$ cat config.mk
export PLATFORM = sky130hd
export DESIGN_NAME = approx_err_monitor_flat
export DESIGN_NICKNAME = d
export VERILOG_FILES = /design/src/rtl/approx_err_monitor_if.sv /design/src/rtl/approx_err_monitor.sv /design/src/flat_wrapper.sv
export SDC_FILE = /design/constraint.sdc
export NUM_CORES = 1
export LEC_CHECK = 0
export CAP_MARGIN = 25
export CORE_ASPECT_RATIO = 1.2
export CORE_MARGIN = 1.5
export CORE_UTILIZATION = 50
export CTS_BUF_LIST = sky130_fd_sc_hd__clkbuf_8
export CTS_CLUSTER_DIAMETER = 40
export DETAILED_ROUTE_END_ITERATION = 8
export GPL_TIMING_DRIVEN = 0
export PLACE_DENSITY = 0.82
export SLEW_MARGIN = 20
export SYNTH_ARGS = -nofsm -noshare
export SYNTH_HDL_FRONTEND = slang
export SYNTH_SLANG_ARGS = --single-unit
$ cat constraint.sdc
create_clock -name clk -period 2.6 [get_ports clk]
set_input_delay 0.26 -clock clk [delete_from_list [all_inputs] [get_ports clk]]
set_output_delay 0.26 -clock clk [all_outputs]
set_load 0.05 [all_outputs]
$ cat src/rtl/approx_err_monitor_if.sv
// rtl/approx_err_monitor_if.sv - sample and report handshake bundle for approx_err_monitor
interface approx_err_monitor_if #(
  parameter int N        = 8,
  parameter int WIN_LOG2 = 8
);
  logic                  in_valid;
  logic                  in_ready;
  logic [N-1:0]          A;
  logic [N-1:0]          B;
  logic [N-1:0]          approx_sum;
  logic                  rpt_valid;
  logic                  rpt_ready;
  logic [WIN_LOG2:0]     err_count;
  logic [N+WIN_LOG2:0]   ed_sum;
  logic [N:0]            ed_max;
  logic [N:0]            mean_ed;

  modport master (
    output in_valid, A, B, approx_sum, rpt_ready,
    input  in_ready, rpt_valid, err_count, ed_sum, ed_max, mean_ed
  );

  modport slave (
    input  in_valid, A, B, approx_sum, rpt_ready,
    output in_ready, rpt_valid, err_count, ed_sum, ed_max, mean_ed
  );
endinterface

$ cat src/rtl/approx_err_monitor.sv
// rtl/approx_err_monitor.sv - windowed error count / distance accumulator for approximate adders
module approx_err_monitor #(
  parameter int N        = 8,
  parameter int WIN_LOG2 = 8
) (
  input  logic                 clk,
  input  logic                 rst,
  approx_err_monitor_if.slave  bus
);
  localparam logic [1:0] S_COLLECT = 2'd0;
  localparam logic [1:0] S_DRAIN   = 2'd1;
  localparam logic [1:0] S_REPORT  = 2'd2;
  localparam int         SW        = N + 1 + WIN_LOG2;

  logic [1:0]          r_state;
  logic [WIN_LOG2-1:0] r_smp_cnt;
  logic                r_s1_v;
  logic                r_s1_err;
  logic [N:0]          r_s1_ed;
  logic [WIN_LOG2:0]   r_err_count;
  logic [SW-1:0]       r_ed_sum;
  logic [N:0]          r_ed_max;

  logic [N:0]          w_exact;
  logic [N:0]          w_apx;
  logic [N:0]          w_ed;
  logic                w_accept;
  logic                w_last;
  logic                w_rpt_take;

  // A dropped carry-out of the adder under test shows up as a 2^N distance.
  assign w_exact    = {1'b0, bus.A} + {1'b0, bus.B};
  assign w_apx      = {1'b0, bus.approx_sum};
  assign w_ed       = (w_exact >= w_apx) ? (w_exact - w_apx) : (w_apx - w_exact);
  assign w_accept   = bus.in_valid && (r_state == S_COLLECT);
  assign w_last     = (r_smp_cnt == {WIN_LOG2{1'b1}});
  assign w_rpt_take = (r_state == S_REPORT) && bus.rpt_ready;

  always_ff @(posedge clk or posedge rst) begin
    if (rst) begin
      r_state   <= S_COLLECT;
      r_smp_cnt <= '0;
    end else begin
      if (w_accept) begin
        r_smp_cnt <= r_smp_cnt + 1'b1;
      end
      case (r_state)
        S_COLLECT: if (w_accept && w_last) r_state <= S_DRAIN;
        S_DRAIN:   r_state <= S_REPORT;
        S_REPORT:  if (bus.rpt_ready) r_state <= S_COLLECT;
        default:   r_state <= S_COLLECT;
      endcase
    end
  end

  always_ff @(posedge clk or posedge rst) begin
    if (rst) begin
      r_s1_v   <= 1'b0;
      r_s1_err <= 1'b0;
      r_s1_ed  <= '0;
    end else begin
      r_s1_v <= w_accept && !w_rpt_take;
      if (w_accept) begin
        r_s1_ed  <= w_ed;
        r_s1_err <= |w_ed;
      end
    end
  end

  always_ff @(posedge clk or posedge rst) begin
    if (rst) begin
      r_err_count <= '0;
      r_ed_sum    <= '0;
      r_ed_max    <= '0;
    end else if (w_rpt_take) begin
      r_err_count <= '0;
      r_ed_sum    <= '0;
      r_ed_max    <= '0;
    end else if (r_s1_v) begin
      r_err_count <= r_err_count + {{WIN_LOG2{1'b0}}, r_s1_err};
      r_ed_sum    <= r_ed_sum + SW'(r_s1_ed);
      if (r_s1_ed > r_ed_max) begin
        r_ed_max <= r_s1_ed;
      end
    end
  end

  assign bus.in_ready  = (r_state == S_COLLECT);
  assign bus.rpt_valid = (r_state == S_REPORT);
  assign bus.err_count = r_err_count;
  assign bus.ed_sum    = r_ed_sum;
  assign bus.ed_max    = r_ed_max;
  assign bus.mean_ed   = r_ed_sum[SW-1:WIN_LOG2];
endmodule

$ cat src/flat_wrapper.sv
// flat-port wrapper written by rule: the top's interface ports become plain ports
module approx_err_monitor_flat 
#(
  parameter int N        = 8,
  parameter int WIN_LOG2 = 8
)
  (clk, rst, bus_in_valid, bus_A, bus_B, bus_approx_sum, bus_rpt_ready, bus_in_ready, bus_rpt_valid, bus_err_count, bus_ed_sum, bus_ed_max, bus_mean_ed);
  approx_err_monitor_if #(.N(N), .WIN_LOG2(WIN_LOG2)) bus_i ();
  input  logic clk;
  input  logic rst;
  input wire logic [$bits(bus_i.in_valid)-1:0] bus_in_valid;
  input wire logic [$bits(bus_i.A)-1:0] bus_A;
  input wire logic [$bits(bus_i.B)-1:0] bus_B;
  input wire logic [$bits(bus_i.approx_sum)-1:0] bus_approx_sum;
  input wire logic [$bits(bus_i.rpt_ready)-1:0] bus_rpt_ready;
  output wire logic [$bits(bus_i.in_ready)-1:0] bus_in_ready;
  output wire logic [$bits(bus_i.rpt_valid)-1:0] bus_rpt_valid;
  output wire logic [$bits(bus_i.err_count)-1:0] bus_err_count;
  output wire logic [$bits(bus_i.ed_sum)-1:0] bus_ed_sum;
  output wire logic [$bits(bus_i.ed_max)-1:0] bus_ed_max;
  output wire logic [$bits(bus_i.mean_ed)-1:0] bus_mean_ed;
  assign bus_i.in_valid = bus_in_valid;
  assign bus_i.A = bus_A;
  assign bus_i.B = bus_B;
  assign bus_i.approx_sum = bus_approx_sum;
  assign bus_i.rpt_ready = bus_rpt_ready;
  assign bus_in_ready = bus_i.in_ready;
  assign bus_rpt_valid = bus_i.rpt_valid;
  assign bus_err_count = bus_i.err_count;
  assign bus_ed_sum = bus_i.ed_sum;
  assign bus_ed_max = bus_i.ed_max;
  assign bus_mean_ed = bus_i.mean_ed;
  approx_err_monitor #(.N(N), .WIN_LOG2(WIN_LOG2)) u_core (.clk(clk), .rst(rst), .bus(bus_i));
endmodule
==> results.yml <==
sta:
  slew_headroom: 0.513
  fin_ws_ps: -590
  fmax_mhz: 313
  maxSlewViolCount: 0
  clock_skew_ps: 6.88
  hold_viol: 0
  finalCritPeriodShare: 1.23
  tightest_slew_ps: 731
  rsz0062_at_grt: "yes"
  finalSetupViolations: 9
  tns_ps: -4040
  fin_crit_ps: 3190
  whs_ps: 394
routing:
  dr_wl_met2_um: 5120
  wl_per_cell_um: 14.7
  route.met3.wl_um: 289
  firstDrtPassIters: 4
  drc: 0
  wirelength_um: 9280
  viasPerCell: 5.58
  drtAntennaViolNets: 0
  met1Wirelength_um: 3530
  vias: 3521
  drt_iter0_markers: 155
  top_layer_used: "met4"
worst_setup_path:
  crit_required_ps: 2790
  endpoint_kind: "flop"
  rr_worst_depth: 11
  worstPathMaxFanout: 8
  worstReg2RegStart: "u_core.r_s1_ed[0]$_DFFE_PP0P_"
  rrSetupSlack_ps: 170
  reg2reg_to: "u_core.bus.ed_sum[12]$_DFFE_PP0P_"
  crit_type: "primary input to flop"
  cp-start-kind: "primary input"
  worstPathArrival_ps: 3380
cells_and_area:
  layout.nets: 612
  nFillCells: 643
  final_cell_area_um2: 5350
  final_cell_mix: "63 x clkdlybuf4s50_1, 56 x dfrtp_1, 41 x nor2_1, 41 x inv_1, 39 x ha_1"
  drive_gt1_frac: 0.170
  n_antenna_cell: 0
  final_common_cell: "clkdlybuf4s50_1"
  area_delta_synth_final_pct: 30.4
  final_util: 0.664
yosys:
  syn_avg_cell_area_um2: 9.43
  synthTopCellsByArea: "dfrtp_1 34%, ha_1 14%, mux2i_1 4.9%, xnor2_1 4.3%, nor2_1 3.9%"
  synth-seq-cells: 56
  synth_fp_nets: 512
  synthFlopType: "dfrtp_1"
  yosysTopAreaCell: "dfrtp_1"
  netlist_area_um2: 4100
  syn_inst: 435
  synthArstFlopShare: 1.00
  ys_warn_count: 0
  seq_area_frac_synth: 0.341
  synth_edf_count: 0
  synth_top_area_frac: 0.341
  synth.distinct_cells: 54
global_routing:
  grt_pass1_wl_um: 15100
  grt_pass1_vias: 3508
  grt_max_degree: 57
  antenna_found_initial: 0
  gr-total-overflow: 0
  track_usage: 0.215
floorplanning:
  start_util: 0.509
  io_pins: 74
  die_y_um: 102
  die_w_um: 85.7
  die_area_um2: 8760
  core.rowCount: 36
  core_um2: 8060
power_and_ir_drop:
  power_density_nw_per_um2: 1290
  total_power_w: 0.00689
  peakVddDrop_mv: 0.387
  p_leak_nw: 2.46
placement:
  placed_area_um2: 4990
  io_buffers: 73
  gp_congestion: 0.883
  dp_hpwl_um: 7120
clock_tree:
  clock-root-buffer: "clkbuf_8"
  clock_latency_ps: 320
  clk_pin_slew_ps: 110
  cts-htree-levels: 2
  cts_made_buffers: 5
  cts_tree: "yes"
  clock_sinks: 56
  cts_buffer_depth: 2
status:
  violations: "setup timing"
  status: "finished with violations"
min_path:
  worst_hold_path_type: "primary input to async pin"
run:
  cap_violations: 0
[sequential cells by signal (all words and copies together), names as in the netlist]
signal                cells
u_core.bus.ed_sum        17
u_core.bus.ed_max         9
u_core.bus.err_count      9
u_core.r_s1_ed            9
u_core.r_smp_cnt          8
u_core.r_state            2
u_core.r_s1_err           1
u_core.r_s1_v             1
[logic make-up (layout without fill, tap and decap cells)]
group	after synthesis	after routing	share of synthesized area
xor gates and xnor gates	36	36	0.0768
AOI/OAI and AO/OA	94	94	0.162
and+or+nand+nor	115	115	0.136
muxes	23	23	0.0570
buffers and inverters	62	163	0.0704
adders and majority gates	49	49	0.157
DFF	56	56	0.341
[final cells by class]
cell class,count,area (um^2),share of cell area
inverter,42,160,0.0299
clock inverter,3,21.3,0.00397
clock buffer,5,68.8,0.0129
sequential,56,1400,0.262
timing repair buffer,93,873,0.163
buffer,20,131,0.0245
multi-input combinational,317,2580,0.481
tap,95,119,0.0222
[metal layers]
metal  vias to the layer above  global-route usage
met5                         -                   0
met4                         0               0.122
met3                        31              0.0242
met2                       116               0.414
met1                      1686               0.225
li1                       1688                   -
[power by group]
group          total (W)  internal (W)  switching, W  leakage, nW
Sequential       0.00169       0.00126      0.000433        0.660
Combinational    0.00471       0.00194       0.00277         1.76
Clock           0.000494      0.000192      0.000301       0.0445
Total            0.00689       0.00339       0.00350         2.46
[what timing repair did]
item	CTS	global route
pin swaps	24	26
endpoints found under the setup margin	9	17
gates cloned	0	0
hold endpoints to repair	0	0
hold buffers	0	0
buffers inserted	13	7
resized for setup	38	15
[stage by stage]
stage	worst slack [ps]	std cells
after floorplan	-488	435
after global placement	-1220	603
after detailed placement	-1340	603
after global routing	-739	631
after CTS	-585	624
final	-590	631
[cells in the mapped netlist, types with 2 or more instances]
library cell / instances
a2111oi_2: 2
a21o_1: 4
a21o_2: 2
a21oi_1: 27
a21oi_4: 2
a22o_1: 5
and2_1: 2
and3_1: 4
buf_4: 9
buf_6: 3
clkbuf_1: 7
dfrtp_1: 56
fa_1: 4
ha_1: 45
inv_1: 42
mux2_2: 3
mux2i_1: 20
nand2_1: 28
nand2b_1: 3
nand3_1: 7
nand3b_1: 3
nand4_1: 9
nor2_1: 43
nor2b_1: 3
nor3_1: 2
o211a_1: 2
o211ai_1: 10
o21a_1: 3
o21ai_0: 19
o21ai_1: 3
o21ai_2: 2
o21bai_1: 4
or3_1: 2
xnor2_1: 20
xor2_1: 16
[worst max-delay path: stages]
cell	delay (ps)
buf_6	100
ha_4	150
fa_2	390
a21oi_4	160
o211ai_1	130
a21oi_2	210
xnor2_2	140
ha_1	260
buf_6	140
a21oi_4	140
o21ai_2	80
a221oi_4	370
nand2_4	170
mux2i_2	220
xor2_1	190
and3_1	190
a41oi_2	80
[worst max-delay path by stage]
| stage | startpoint | end | slack (ps) | cells past startpoint |
|---|---|---|---|---|
| after CTS | bus_A[0] | u_core.r_s1_err$_DFFE_PP0P_ | -580 | 17 |
| after detailed placement | bus_B[1] | u_core.r_s1_err$_DFFE_PP0P_ | -1340 | 18 |
| after floorplan | bus_B[0] | u_core.r_s1_err$_DFFE_PP0P_ | -490 | 16 |
| after global routing | bus_B[0] | u_core.r_s1_err$_DFFE_PP0P_ | -740 | 18 |
| final | bus_B[0] | u_core.r_s1_err$_DFFE_PP0P_ | -590 | 17 |
| after global placement | bus_B[1] | u_core.r_s1_err$_DFFE_PP0P_ | -1220 | 18 |
Note: power is estimated with default switching activity, not from simulation.
